$ cat config.mk
export PLATFORM = sky130hd
export DESIGN_NAME = dec_sel_sequencer_flat
export DESIGN_NICKNAME = d
export VERILOG_FILES = /design/src/rtl/dec_seq_pkg.sv /design/src/rtl/dec_sel_sequencer_if.sv /design/src/rtl/dec_prescaler.sv /design/src/rtl/dec_sel_sequencer.sv /design/src/flat_wrapper.sv
export SDC_FILE = /design/constraint.sdc
export NUM_CORES = 1
export LEC_CHECK = 0
export BUFFER_PORTS_ARGS = -buffer_cell sky130_fd_sc_hd__buf_2
export CAP_MARGIN = 20
export CELL_PAD_IN_SITES_DETAIL_PLACEMENT = 1
export CELL_PAD_IN_SITES_GLOBAL_PLACEMENT = 2
export CORE_ASPECT_RATIO = 2
export CORE_MARGIN = 3
export CORE_UTILIZATION = 30
export CTS_BUF_LIST = sky130_fd_sc_hd__clkbuf_4
export DETAILED_ROUTE_END_ITERATION = 12
export MAX_ROUTING_LAYER = met4
export PLACE_DENSITY_LB_ADDON = 0.08
export SYNTH_ARGS = -nofsm -noshare
export SYNTH_HDL_FRONTEND = slang
export SYNTH_HIERARCHICAL = 1
export SYNTH_SLANG_ARGS = --single-unit
$ cat constraint.sdc
create_clock -name clk -period 4.4 [get_ports clk]
set_input_delay 0.44 -clock clk [delete_from_list [all_inputs] [get_ports clk]]
set_output_delay 0.44 -clock clk [all_outputs]
set_load 0.005 [all_outputs]
$ cat src/rtl/dec_seq_pkg.sv
// Shared types for the decoder select sequencer: scan modes, FSM states, step direction.
package dec_seq_pkg;

    localparam int unsigned SEL_W_DEF = 3;
    localparam int unsigned DIV_W_DEF = 16;

    typedef enum logic [1:0] {
        MODE_UP  = 2'b00,
        MODE_DN  = 2'b01,
        MODE_PP  = 2'b10,
        MODE_ONE = 2'b11
    } mode_e;

    typedef enum logic {
        IDLE = 1'b0,
        RUN  = 1'b1
    } state_e;

    typedef enum logic {
        DIR_UP = 1'b0,
        DIR_DN = 1'b1
    } dir_e;

endpackage

$ cat src/rtl/dec_sel_sequencer_if.sv
// Control and status bundle between the sequencer and its controller / decoder.
interface dec_sel_sequencer_if #(
    parameter int unsigned SEL_W = dec_seq_pkg::SEL_W_DEF,
    parameter int unsigned DIV_W = dec_seq_pkg::DIV_W_DEF
);

    logic             en;
    logic [1:0]       mode;
    logic             start;
    logic [DIV_W-1:0] div;
    logic             load;
    logic [SEL_W-1:0] load_val;
    logic [SEL_W-1:0] sel;
    logic             sel_vld;
    logic             wrap;
    logic             busy;

    modport master (
        output en, mode, start, div, load, load_val,
        input  sel, sel_vld, wrap, busy
    );

    modport slave (
        input  en, mode, start, div, load, load_val,
        output sel, sel_vld, wrap, busy
    );

endinterface

$ cat src/rtl/dec_prescaler.sv
// Step-rate prescaler: one tick every div+1 running cycles, cleared when stopped or preloaded.
module dec_prescaler #(
    parameter int unsigned DIV_W = dec_seq_pkg::DIV_W_DEF
) (
    input  logic             clk,
    input  logic             rst,
    input  logic             clr,
    input  logic             run,
    input  logic [DIV_W-1:0] div,
    output logic             tick
);

    logic [DIV_W-1:0] count_q, count_d;

    always_comb begin
        tick    = run && !clr && (count_q == div);
        count_d = count_q + DIV_W'(1);
        // ">=" also catches div shrinking below the count: restart without a tick
        if (clr || !run || (count_q >= div)) begin
            count_d = '0;
        end
    end

    always_ff @(posedge clk or posedge rst) begin
        if (rst) begin
            count_q <= '0;
        end else begin
            count_q <= count_d;
        end
    end

endmodule

$ cat src/rtl/dec_sel_sequencer.sv
// Select-code generator feeding a 2**SEL_W-output decoder, with four scan modes.
module dec_sel_sequencer
    import dec_seq_pkg::*;
#(
    parameter int unsigned SEL_W = SEL_W_DEF,
    parameter int unsigned DIV_W = DIV_W_DEF
) (
    input  logic                clk,
    input  logic                rst,
    dec_sel_sequencer_if.slave  bus
);

    localparam logic [SEL_W-1:0] SEL_MAX = '1;
    localparam logic [SEL_W-1:0] SEL_ONE = SEL_W'(1);

    state_e           state_q, state_d;
    dir_e             dir_q, dir_d, dir_eff;
    logic             pp_q, pp_d;
    logic [SEL_W-1:0] sel_q, sel_d;
    logic             wrap_q, wrap_d;
    logic             tick;
    mode_e            mode;

    assign mode = mode_e'(bus.mode);

    dec_prescaler #(
        .DIV_W (DIV_W)
    ) u_prescaler (
        .clk  (clk),
        .rst  (rst),
        .clr  (!bus.en || bus.load),
        .run  (state_q == RUN),
        .div  (bus.div),
        .tick (tick)
    );

    always_comb begin
        state_d = state_q;
        sel_d   = sel_q;
        dir_d   = dir_q;
        pp_d    = pp_q;
        wrap_d  = 1'b0;
        dir_eff = dir_q;

        unique case (state_q)
            IDLE: begin
                dir_d = DIR_UP;
                pp_d  = 1'b0;
                if (bus.load) begin
                    sel_d = bus.load_val;
                end
                if (bus.en && ((mode != MODE_ONE) || bus.start)) begin
                    state_d = RUN;
                end
            end
            RUN: begin
                if (!bus.en) begin
                    state_d = IDLE;
                    sel_d   = '0;
                    dir_d   = DIR_UP;
                    pp_d    = 1'b0;
                end else if (bus.load) begin
                    sel_d = bus.load_val;
                end else if (tick) begin
                    // pp_q remembers that the previous step was ping-pong, so dir_q is live
                    pp_d = (mode == MODE_PP);
                    unique case (mode)
                        MODE_UP: begin
                            sel_d  = sel_q + SEL_ONE;
                            wrap_d = (sel_q == SEL_MAX);
                        end
                        MODE_DN: begin
                            sel_d  = sel_q - SEL_ONE;
                            wrap_d = (sel_q == '0);
                        end
                        MODE_PP: begin
                            if (!pp_q) begin
                                dir_eff = (sel_q == SEL_MAX) ? DIR_DN : DIR_UP;
                            end
                            if (dir_eff == DIR_UP) begin
                                if (sel_q == SEL_MAX) begin
                                    dir_d  = DIR_DN;
                                    sel_d  = sel_q - SEL_ONE;
                                    wrap_d = 1'b1;
                                end else begin
                                    dir_d = DIR_UP;
                                    sel_d = sel_q + SEL_ONE;
                                end
                            end else begin
                                if (sel_q == '0) begin
                                    dir_d  = DIR_UP;
                                    sel_d  = sel_q + SEL_ONE;
                                    wrap_d = 1'b1;
                                end else begin
                                    dir_d = DIR_DN;
                                    sel_d = sel_q - SEL_ONE;
                                end
                            end
                        end
                        MODE_ONE: begin
                            if (sel_q == SEL_MAX) begin
                                sel_d   = '0;
                                wrap_d  = 1'b1;
                                state_d = IDLE;
                            end else begin
                                sel_d = sel_q + SEL_ONE;
                            end
                        end
                        default: ;
                    endcase
                end
            end
            default: state_d = IDLE;
        endcase
    end

    always_ff @(posedge clk or posedge rst) begin
        if (rst) begin
            state_q <= IDLE;
            dir_q   <= DIR_UP;
            pp_q    <= 1'b0;
            sel_q   <= '0;
            wrap_q  <= 1'b0;
        end else begin
            state_q <= state_d;
            dir_q   <= dir_d;
            pp_q    <= pp_d;
            sel_q   <= sel_d;
            wrap_q  <= wrap_d;
        end
    end

    assign bus.sel     = sel_q;
    assign bus.wrap    = wrap_q;
    assign bus.busy    = (state_q == RUN);
    assign bus.sel_vld = (state_q == RUN);

endmodule

$ cat src/flat_wrapper.sv
// flat-port wrapper written by rule: the top's interface ports become plain ports
module dec_sel_sequencer_flat import dec_seq_pkg::*;
#(
    parameter int unsigned SEL_W = SEL_W_DEF,
    parameter int unsigned DIV_W = DIV_W_DEF
)
  (clk, rst, bus_en, bus_mode, bus_start, bus_div, bus_load, bus_load_val, bus_sel, bus_sel_vld, bus_wrap, bus_busy);
  dec_sel_sequencer_if #(.SEL_W(SEL_W), .DIV_W(DIV_W)) bus_i ();
  input  logic clk;
  input  logic rst;
  input wire logic [$bits(bus_i.en)-1:0] bus_en;
  input wire logic [$bits(bus_i.mode)-1:0] bus_mode;
  input wire logic [$bits(bus_i.start)-1:0] bus_start;
  input wire logic [$bits(bus_i.div)-1:0] bus_div;
  input wire logic [$bits(bus_i.load)-1:0] bus_load;
  input wire logic [$bits(bus_i.load_val)-1:0] bus_load_val;
  output wire logic [$bits(bus_i.sel)-1:0] bus_sel;
  output wire logic [$bits(bus_i.sel_vld)-1:0] bus_sel_vld;
  output wire logic [$bits(bus_i.wrap)-1:0] bus_wrap;
  output wire logic [$bits(bus_i.busy)-1:0] bus_busy;
  assign bus_i.en = bus_en;
  assign bus_i.mode = bus_mode;
  assign bus_i.start = bus_start;
  assign bus_i.div = bus_div;
  assign bus_i.load = bus_load;
  assign bus_i.load_val = bus_load_val;
  assign bus_sel = bus_i.sel;
  assign bus_sel_vld = bus_i.sel_vld;
  assign bus_wrap = bus_i.wrap;
  assign bus_busy = bus_i.busy;
  dec_sel_sequencer #(.SEL_W(SEL_W), .DIV_W(DIV_W)) u_core (.clk(clk), .rst(rst), .bus(bus_i));
endmodule
==> out/qor.csv, run 1 <==
stage;metric;value;unit
outcome;status;finished clean;
synth;yosys synthesis warning count;6;
sta;Fin Setup TNS;0;ns
synth;largest cells by area after synthesis;dfrtp_1 (30%), ha_1 (17%), inv_1 (5.9%);
cells_and_area;fillers;739;
setup_path;Top cell by count, worst path;nor2_1;
synth;Post-Syn Area per Cell;9.06;um^2
power_and_ir_drop;reported leakage power;0.998;nW
floorplanning;Initial Util;31.3;%
floorplanning;Cell Rows;40;
routing;antenna viol nets, final;0;
setup_path;type of origin of the critical path;register;
cts;Worst-path clk slew;0.14;ns
setup_path;critical path's top delay family;simple AND/OR/NAND/NOR gates;
routing;via count;1594;
cells_and_area;flip-flop and latch area;576;um^2
routing;drt initial violations;56;
synth;dominant synthesized flop cell;dfrtp_1;
sta;Max-slew headroom;39.9;%
sta;Setup Skew;0.0129;ns
cts;setup bufs post-CTS;0;
synth;unique cell type count in the Yosys netlist;42;
sta;Setup Viol. Count Final;0;
setup_path;ordered cell list for the critical path;ha_1 > nand4_1 > nor2_1 > nand2_1 > nor3_1 > nand2b_2 > a2111oi_1 > a21oi_1 > nor2_1;
sta;Max Freq;418;MHz
routing;vias per cell;4.90;
synth;post-synthesis async set-or-reset flop share;100;%
cells_and_area;multi-input logic area;1160;um^2
flow_run;max-cap violations;0;
global_routing;initial antenna violation count;0;
setup_path;Buffers & Inverters on Critical Path;0;
worst_hold_path;HP Class;in -> async;
global_routing;first-pass GRT wire length;8630;um
synth;Seq cells post-synth;23;
routing;Post-Route WL;5250;um
global_routing;vias in the first global route;1746;
floorplanning;die width;62.2;um
routing;Pre-antenna DRT Iters;4;
cts;clk_lat worst skew;0.33;ns
floorplanning;Core Box Area;6060;um^2
cts;clk sink count;23;
setup_path;Critical Path RT;4.66;ns
placed_design;GP Congestion;0.772;
setup_path;CP Max Fanout;4;
setup_path;Worst Path Arrival;2.65;ns
synth;largest area contributor in the netlist;dfrtp_1;
cts;clk buf depth;2;
setup_path;CP max stage cell;dfrtp_1;
routing;routed len/inst;16.2;um
synth;Post-synth EDFFs;0;
setup_path;critical path class;reg -> reg;
setup_path;reg2reg setup slack;2.01;ns
global_routing;Overall Global Routing Usage;15.4;%
cts;post_cts resized;0;
cells_and_area;share of layout cells above drive strength 1;23.7;%
sta;Final Max Slew Viols;0;
sta;worst hold slack;0.0493;ns
placed_design;I/O Buffers;31;
sta;Worst Max-Slew Pin Slew;0.879;ns
power_and_ir_drop;Final Power;0.000417;W
synth;Cell Area, Synth;1890;um^2
cts;hold bufs inserted after CTS;0;
synth;syn nets;260;
placed_design;hpwl dp;4430;um
global_routing;largest net degree at the start of global routing;17;
cts;cts bufs inserted;3;
routing;final routed DRC violation total;0;
sta;RSZ-0062 raised after global routing;false;
sta;Tcrit/Tclk final;54.3;%
power_and_ir_drop;pwr/cell area;194;nW/um^2
floorplanning;Die H;118;um
cells_and_area;number of antenna diodes;0;
synth;synth cell count leaders;inv_1 (30), ha_1 (25), dfrtp_1 (23), nand2_1 (15);
cells_and_area;Final Non-Filler Cells;325;
placed_design;dpl cells;321;
synth;cell with the most instances after synthesis;inv_1;
cells_and_area;Final nets;293;
floorplanning;IO Count;32;
sta;Hold Vio Cnt, Final;0;
synth;Synth top area share;30.4;%
synth;Seq/Total Area, Yosys;30.4;%
placed_design;pre-CTS setup slack;1.89;ns
setup_path;crit-path max cell delay;0.43;ns
sta;Worst Slack Setup Final;2.01;ns
cts;CTS tree;built;
sta;crit path time final;2.39;ns
cells_and_area;Area Overhead vs Synth;13.7;%
synth;synthesized instance count;209;
global_routing;GR Overflow Total;0;
setup_path;CP endpoint kind;register;
cts;clock root cell;clkbuf_4;
cts;H-tree levels;1;
floorplanning;Die ar.;7360;um^2
power_and_ir_drop;Max rail drop VDD;98.5;uV
==> report_power, final <==
| group | total [W] | switching, W | internal (W) |
|---|---|---|---|
| Sequential | 0.000226 | 0.0000102 | 0.000215 |
| Combinational | 0.0000824 | 0.0000483 | 0.0000342 |
| Clock | 0.000109 | 0.0000672 | 0.0000417 |
| Total | 0.000417 | 0.000126 | 0.000291 |
==> metal layers <==
layer / wire (um) / share of wire, % / track usage [%]
met1: 1840 / 35 / 14.0
met2: 3040 / 58 / 30.3
met3: 165 / 3.1 / 1.81
met4: 201 / 3.8 / 7.76
met5: 0 / 0 / -
==> sequential cells by signal, summed over array words and instances, names as in the netlist <==
| signal | flops |
|---|---|
| u_core/bus.wrap | 1 |
| u_core/bus.sel | 3 |
| u_core/bus.busy | 1 |
| u_core/u_prescaler/count_q | 16 |
| u_core/dir_q | 1 |
| u_core/pp_q | 1 |
==> layout make-up <==
cell class	instances	area share, %
multi-input cells	151	54.1
repair buffers	32	7.55
flip-flops and latches	23	26.7
clock buffers	4	1.39
inverters	31	5.40
well taps	84	4.88
==> placed cells by master, fill, tap and decap left out, types with 5 or more instances in the layout <==
cell and instances:
nand3_1 8, nand2_1 15, a21oi_1 11, dfrtp_1 23, inv_1 30, ha_1 25
xor2_1 6, nand4_1 5, o211ai_1 5, buf_2 31, nor2_1 8, nor3_1 10
xnor2_1 10, nor3_2 11
==> worst paths after layout <==
| path | cells after the start | to | start |
|---|---|---|---|
| setup / recovery | 9 | u_core/dir_q | u_core/u_prescaler/count_q[13] |
| hold / removal | 2 | u_core/bus.sel[0] | rst |
| setup reg to reg | 9 | u_core/dir_q | u_core/u_prescaler/count_q[13] |
| hold reg to reg | 1 | u_core/u_prescaler/count_q[0] | u_core/u_prescaler/count_q[0] |
| max in group asynchronous | 2 | u_core/u_prescaler/count_q[4] | rst |
| min in group clk | 3 | u_core/bus.sel[0] | bus_load_val[0] |
==> stage by stage <==
| stage | area (um^2) | util, % |
|---|---|---|
| 2_1_floorplan | 1890 | - |
| 3_3_place_gp | 2120 | 35.1 |
| 3_5_place_dp | 2120 | 35.1 |
| 4_1_cts | 2150 | 35.6 |
| 5_1_grt | 2150 | 35.6 |
| 6_report | 2150 | 35.6 |
==> logic make-up (layout without fill, tap and decap cells) <==
kind of cell / count (synthesis) / after routing / share of synthesized area, %
and+or+nand+nor: 73 / 73 / 23.2
AOI/OAI and AO/OA: 37 / 37 / 14.4
buffers and inverters: 35 / 67 / 8.12
adders and majority gates: 25 / 25 / 16.5
DFF: 23 / 23 / 30.4
xor gates and xnor gates: 16 / 16 / 7.40
==> worst reg2reg max path, stage by stage, from the launching register on <==
cell       delay, ns
dfrtp_1         0.43
ha_1            0.32
nand4_1         0.19
nor2_1          0.22
nand2_1         0.08
nor3_1          0.36
nand2b_2        0.18
a2111oi_1       0.37
a21oi_1         0.07
nor2_1          0.09
No activity file was read; power rests on OpenSTA's default activity.
==> run 2: changes to the inputs <==
==> constraint.sdc (replaced) <==
create_clock -name clk -period 2.02 [get_ports clk]
set_input_delay 0.202 -clock clk [delete_from_list [all_inputs] [get_ports clk]]
set_output_delay 0.202 -clock clk [all_outputs]
set_load 0.005 [all_outputs]
==> run 2 against run 1 <==
Effect of this change: core utilization increased by 9.2 points; largest cell class unchanged; final cell count up 11%; register-to-register slack worse by 2.0 ns.
==> out/qor.csv, run 2 (synthesis gave the netlist of run 1 again) <==
stage;metric;value;unit;change
global_routing;GR Overflow Total;0;;unchanged
sta;Setup Skew;0.0102;ns;-0.00274 ns
setup_path;reg2reg setup slack;0.005;ns;-2.00 ns
global_routing;initial antenna violation count;0;;unchanged
worst_hold_path;HP Class;in -> reg;;
setup_path;ordered cell list for the critical path;ha_4 > nand4_1 > nor2_2 > nand2_1 > nor3_2 > buf_4 > nand2_4 > or3_1 > a21oi_1;;
sta;Max Freq;496;MHz;+19%
cells_and_area;Reg with most FFs;u_core/u_prescaler/count_q;;
setup_path;CP endpoint kind;register;;
global_routing;first-pass GRT wire length;9100;um;+5.5%
sta;Worst Max-Slew Pin Slew;0.656;ns;-0.223 ns
cells_and_area;max reg flops;16;;unchanged
setup_path;Worst path depth;9;;unchanged
cts;clock root cell;clkbuf_4;;
sta;Final Max Slew Viols;0;;unchanged
cts;Worst-path clk slew;0.14;ns;about the same
cells_and_area;Area Overhead vs Synth;43.1;%;
cts;clk buf depth;2;;unchanged
setup_path;CP max stage cell;dfrtp_1;;
setup_path;FF-to-FF End;u_core/bus.sel[0];;
routing;Post-Route WL;5750;um;+9.4%
flow_run;max-cap violations;0;;unchanged
setup_path;r2r startpoint;u_core/u_prescaler/count_q[15];;
cells_and_area;most frequent cells in the layout;buf_4 (34), buf_2 (31), inv_1 (30), dfrtp_1 (23), ha_1 (22);;
floorplanning;Cell Rows;40;;unchanged
placed_design;GP Congestion;0.814;;+5.4%
routing;via count;1785;;+12%
routing;antenna viol nets, final;0;;unchanged
sta;worst hold slack;0.147;ns;+0.0977 ns
sta;crit path time final;2.02;ns;-0.376 ns
power_and_ir_drop;P_int;0.000671;W;+130%
sta;Hold Vio Cnt, Final;0;;unchanged
routing;drt initial violations;12;;-79%
power_and_ir_drop;reported leakage power;1.23;nW;+23%
setup_path;worst reg-to-reg path cell count;9;;unchanged
cells_and_area;Layout Utilization;44.8;%;+9.2 points
cells_and_area;Final Non-Filler Cells;362;;+11%
floorplanning;Initial Util;31.3;%;unchanged
cells_and_area;number of antenna diodes;0;;unchanged
setup_path;Setup crit end;u_core/bus.sel[0];;
routing;vias per cell;4.93;;+0.54%
global_routing;Overall Global Routing Usage;16.3;%;+0.91 points
cells_and_area;Final nets;330;;+13%
power_and_ir_drop;Clk pwr share;24.7;%;-1.4 points
routing;routed len/inst;15.9;um;-1.7%
sta;Worst Slack Setup Final;0.00483;ns;-2.00 ns
cts;H-tree levels;1;;unchanged
setup_path;crit path from;u_core/u_prescaler/count_q[15];;
placed_design;dpl cells;350;;+9.0%
routing;Pre-antenna DRT Iters;4;;unchanged
sta;Max-slew headroom;56.2;%;+16 points
floorplanning;die width;62.2;um;unchanged
cts;clk_lat worst skew;0.32;ns;about the same
floorplanning;Die ar.;7360;um^2;unchanged
placed_design;I/O Buffers;31;;unchanged
cells_and_area;fillers;724;;-2.0%
routing;final routed DRC violation total;0;;unchanged
global_routing;vias in the first global route;1923;;+10%
sta;Tcrit/Tclk final;99.8;%;+45 points
floorplanning;Core Box Area;6060;um^2;unchanged
power_and_ir_drop;Max rail drop VDD;181;uV;+84%
cells_and_area;flip-flop and latch area;576;um^2;unchanged
sta;RSZ-0062 raised after global routing;true;;
placed_design;hpwl dp;4690;um;+5.9%
setup_path;CP Max Fanout;4;;unchanged
setup_path;Critical Path RT;2.29;ns;-2.37 ns
floorplanning;IO Count;32;;unchanged
power_and_ir_drop;Seq pwr share;49.6;%;-4.5 points
cells_and_area;commonest non-fill, non-tap cell in the layout;buf_4;;
cells_and_area;multi-input logic area;1400;um^2;+20%
sta;Setup Viol. Count Final;0;;unchanged
power_and_ir_drop;combinational power share;25.7;%;+5.9 points
floorplanning;Die H;118;um;unchanged
global_routing;largest net degree at the start of global routing;17;;unchanged
power_and_ir_drop;Sw Share;31.0;%;+0.90 points
cts;clk sink count;23;;unchanged
sta;Fin Setup TNS;0;ns;unchanged
setup_path;crit-path max cell delay;0.44;ns;about the same
power_and_ir_drop;switching power;0.000302;W;+140%
cells_and_area;share of layout cells above drive strength 1;40.6;%;+17 points
cts;CTS tree;built;;
cts;cts bufs inserted;3;;unchanged
power_and_ir_drop;pwr/cell area;359;nW/um^2;+85%
outcome;status;finished clean;;
placed_design;pre-CTS setup slack;-0.220;ns;-2.11 ns
setup_path;Buffers & Inverters on Critical Path;1;;+1
setup_path;Worst Path Arrival;2.28;ns;-0.37 ns
setup_path;type of origin of the critical path;register;;
setup_path;critical path's top delay family;simple AND/OR/NAND/NOR gates;;
setup_path;critical path class;reg -> reg;;
[run 2: repair_timing]
action	in CTS	in global routing
pin swaps	4	25
setup buffers	3	3
cloned	0	1
gates resized for setup	9	32
hold endpoints to repair	23	0
hold buffers	1	0
endpoints found under the setup margin	22	23
[run 2: how the worst min path moves through the flow]
stage               cells past startpoint             from                 to  slack [ns]
finish                                  3  bus_load_val[0]  u_core/bus.sel[0]        0.15
global route                            2           bus_en    u_core/bus.busy        0.14
CTS                                     3  bus_load_val[0]  u_core/bus.sel[0]        0.14
detailed placement                      2              rst        u_core/pp_q        0.18
global placement                        2              rst    u_core/bus.wrap        0.18
floorplan                               1              rst    u_core/bus.busy       0.005
[run 2: power by group through the flow]
stage | Combinational, W | Sequential [W] | Clock [W]
after floorplan | 0.000118 | 0.000490 | 0
after CTS | 0.000235 | 0.000483 | 0.000255
after global placement | 0.000215 | 0.000491 | 0
after global routing | 0.000276 | 0.000485 | 0.000281
final | 0.000250 | 0.000482 | 0.000241
after detailed placement | 0.000216 | 0.000491 | 0
[run 2: through the flow]
stage          total power (W)  cell area [um^2]
6_report              0.000973              2710
5_1_grt                0.00104              2710
4_1_cts               0.000973              2490
3_5_place_dp          0.000708              2340
3_3_place_gp          0.000707              2340
2_1_floorplan         0.000608              1890
[run 2: worst min-delay path: cells and delay by family]
kind / cells / cell delay, ns
AO/OA/AOI/OAI: 2 / 0.16
buffers and inverters: 1 / 0.08
[run 2: metal layers]
metal / part of all wire (%) / GRT usage (%) / vias to the layer above / routed length (um)
met5: 0 / - / - / 0
met4: 2.6 / 6.37 / 0 / 148
met3: 2.5 / 1.43 / 14 / 143
met2: 62 / 33.2 / 40 / 3580
met1: 33 / 14.9 / 862 / 1880
li1: - / - / 869 / -
[run 2: area by class of cell]
class / count / share of cell area [%]
sequential: 23 / 21.2
inverter: 31 / 4.29
clock buffer: 4 / 1.11
timing repair buffer: 69 / 17.9
tap: 84 / 3.88
multi-input combinational: 151 / 51.6
==> run 3: changes to the inputs <==
==> constraint.sdc (replaced) <==
create_clock -name clk -period 1.7 [get_ports clk]
set_input_delay 0.34 -clock clk [delete_from_list [all_inputs] [get_ports clk]]
set_output_delay 0.34 -clock clk [all_outputs]
set_load 0.005 [all_outputs]
==> run 3 against run 2 <==
Effect of this change: the flow now finishes with violations (setup timing); routed wire length increased by 1.8%; core utilization increased by 1.2 points; hold slack improved by 0.13 ns; power increased by 20%; clock skew decreased by 0.0079 ns; clock power increased by 17%; register-to-register slack got worse by 0.35 ns; sequential share of layout area decreased by 0.53 points; non-clock buffer count increased by 20; final cell count increased by 5.8%; global-route usage increased by 1.2 points; combinational power increased by 24%.
==> out/qor.csv, run 3 (synthesis gave the netlist of run 1 again) <==
stage;metric;value;unit;change
floorplanning;Cell Rows;40;;unchanged
cts;H-tree levels;1;;unchanged
setup_path;r2r startpoint;u_core/u_prescaler/count_q[14];;
cells_and_area;final instance area;2780;um^2;+2.6%
global_routing;vias in the first global route;2035;;+5.8%
routing;routed len/inst;15.3;um;-3.8%
cells_and_area;share of layout cells above drive strength 1;45.8;%;+5.2 points
setup_path;CP max stage cell;dfrtp_1;;
setup_path;critical path class;reg -> reg;;
routing;vias per cell;4.81;;-2.4%
placed_design;Post-DP Area;2490;um^2;+6.4%
cells_and_area;Reg with most FFs;u_core/u_prescaler/count_q;;
placed_design;GP Congestion;0.785;;-3.6%
setup_path;critical path's top delay family;simple AND/OR/NAND/NOR gates;;
cells_and_area;max reg flops;16;;unchanged
global_routing;initial antenna violation count;0;;unchanged
setup_path;crit path from;u_core/u_prescaler/count_q[14];;
cells_and_area;commonest non-fill, non-tap cell in the layout;buf_4;;
floorplanning;Die H;118;um;unchanged
sta;RSZ-0062 raised after global routing;true;;
cells_and_area;number of antenna diodes;0;;unchanged
power_and_ir_drop;pwr/cell area;419;nW/um^2;+17%
cts;clk buf depth;2;;unchanged
global_routing;Overall Global Routing Usage;17.5;%;+1.2 points
sta;Setup Skew;0.00232;ns;-0.00786 ns
sta;Hold Vio Cnt, Final;0;;unchanged
routing;via count;1843;;+3.2%
floorplanning;Initial Util;31.3;%;unchanged
cells_and_area;Final nets;351;;+6.4%
global_routing;GR Overflow Total;0;;unchanged
cts;clock root cell;clkbuf_4;;
setup_path;Worst Path Arrival;2.32;ns;+0.04 ns
routing;Post-Route WL;5850;um;+1.8%
sta;Fin Setup TNS;-6.27;ns;-6.27 ns
worst_hold_path;HP Class;in -> reg;;
sta;Max Freq;490;MHz;-1.3%
placed_design;dpl cells;365;;+4.3%
cts;clk sink count;23;;unchanged
power_and_ir_drop;Max rail drop VDD;244;uV;+35%
cts;Worst-path clk slew;0.14;ns;about the same
setup_path;CP endpoint kind;register;;
sta;Max-slew headroom;70.3;%;+14 points
setup_path;Buffers & Inverters on Critical Path;1;;unchanged
setup_path;crit-path max cell delay;0.45;ns;about the same
setup_path;Setup crit end;u_core/bus.sel[0];;
sta;Setup Viol. Count Final;23;;+23
cells_and_area;Final Non-Filler Cells;383;;+5.8%
placed_design;I/O Buffers;31;;unchanged
floorplanning;Core Box Area;6060;um^2;unchanged
sta;Worst Slack Setup Final;-0.342;ns;-0.347 ns
outcome;status;complete, but fails checks;;
cts;cts bufs inserted;3;;unchanged
setup_path;ordered cell list for the critical path;ha_4 > nand4_1 > nor2_2 > nand2_2 > nor3_4 > buf_6 > nand2_4 > or3_4 > a21oi_2;;
cts;CTS tree;built;;
placed_design;hpwl dp;4770;um;+1.7%
global_routing;largest net degree at the start of global routing;17;;unchanged
floorplanning;Die ar.;7360;um^2;unchanged
placed_design;pre-CTS setup slack;-0.518;ns;-0.298 ns
sta;Worst Max-Slew Pin Slew;0.434;ns;-0.222 ns
outcome;failing checks;setup timing;;
setup_path;worst reg-to-reg path cell count;9;;unchanged
sta;crit path time final;2.04;ns;+0.0266 ns
setup_path;Worst path depth;9;;unchanged
setup_path;type of origin of the critical path;register;;
power_and_ir_drop;reported leakage power;1.32;nW;+7.7%
sta;Final Max Slew Viols;0;;unchanged
sta;Tcrit/Tclk final;120;%;+20 points
cells_and_area;most frequent cells in the layout;buf_4 (55), buf_2 (31), inv_1 (29), dfrtp_1 (23), ha_1 (21);;
setup_path;reg2reg setup slack;-0.34;ns;-0.35 ns
global_routing;first-pass GRT wire length;9770;um;+7.4%
cells_and_area;Area Overhead vs Synth;46.8;%;
setup_path;CP Max Fanout;4;;unchanged
routing;drt initial violations;18;;+6
routing;Pre-antenna DRT Iters;3;;-1
cts;clk_lat worst skew;0.33;ns;about the same
setup_path;FF-to-FF End;u_core/bus.sel[0];;
setup_path;Critical Path RT;1.98;ns;-0.31 ns
floorplanning;die width;62.2;um;unchanged
flow_run;max-cap violations;0;;unchanged
floorplanning;IO Count;32;;unchanged
routing;final routed DRC violation total;0;;unchanged
routing;antenna viol nets, final;0;;unchanged
## run 3: metal layers
layer | vias to the layer above | global-route usage [%] | part of all wire, %
li1 | 911 | - | -
met1 | 894 | 15.8 | 32
met2 | 29 | 35.9 | 63
met3 | 9 | 1.24 | 2.1
met4 | 0 | 7.20 | 2.9
met5 | - | - | 0
## run 3: final cells by class
class,instances,area (um^2)
inverters,31,116
well taps,84,105
fillers,721,3270
clock inverters,1,5.00
multi-input cells,152,1350
clock buffers,3,22.5
flip-flops and latches,23,576
repair buffers,89,609
## run 3: what timing repair did
action / in CTS / in global routing
cloned: 1 / 0
endpoints found under the hold margin: 23 / 0
buffers inserted: 6 / 7
setup endpoints to repair: 23 / 23
hold buffers: 1 / 0
gates resized for setup: 17 / 9
pin swaps: 21 / 8
## run 3: report_power, final
group | switching (W) | internal [W]
Combinational | 0.000161 | 0.000150
Sequential | 0.0000139 | 0.000558
Clock | 0.000194 | 0.0000887
## run 3: worst reg2reg max path: stages, from the launching register on
cell,delay (ns)
dfrtp_1,0.45
ha_4,0.28
nand4_1,0.15
nor2_2,0.19
nand2_2,0.09
nor3_4,0.19
buf_6,0.14
nand2_4,0.05
or3_4,0.33
a21oi_2,0.12
## run 3: worst min-delay path by stage
stage,startpoint,end,slack (ns),cells after the start
after detailed placement,rst,u_core/bus.wrap,0.33,2
after floorplan,rst,u_core/bus.busy,0.14,1
final,bus_load_val[1],u_core/bus.sel[1],0.27,3
after global routing,bus_load_val[1],u_core/bus.sel[1],0.29,3
after CTS,bus_load_val[1],u_core/bus.sel[1],0.27,3
after global placement,rst,u_core/bus.wrap,0.33,2
## run 3: metrics by stage
stage / hold WS [ns] / utilization, % / total power (W)
after floorplan: 0.143 / - / 0.000727
after global placement: 0.327 / 41.2 / 0.000869
after detailed placement: 0.332 / 41.2 / 0.000872
after CTS: 0.268 / 44.1 / 0.00118
after global routing: 0.290 / 45.9 / 0.00124
final: 0.273 / 45.9 / 0.00117
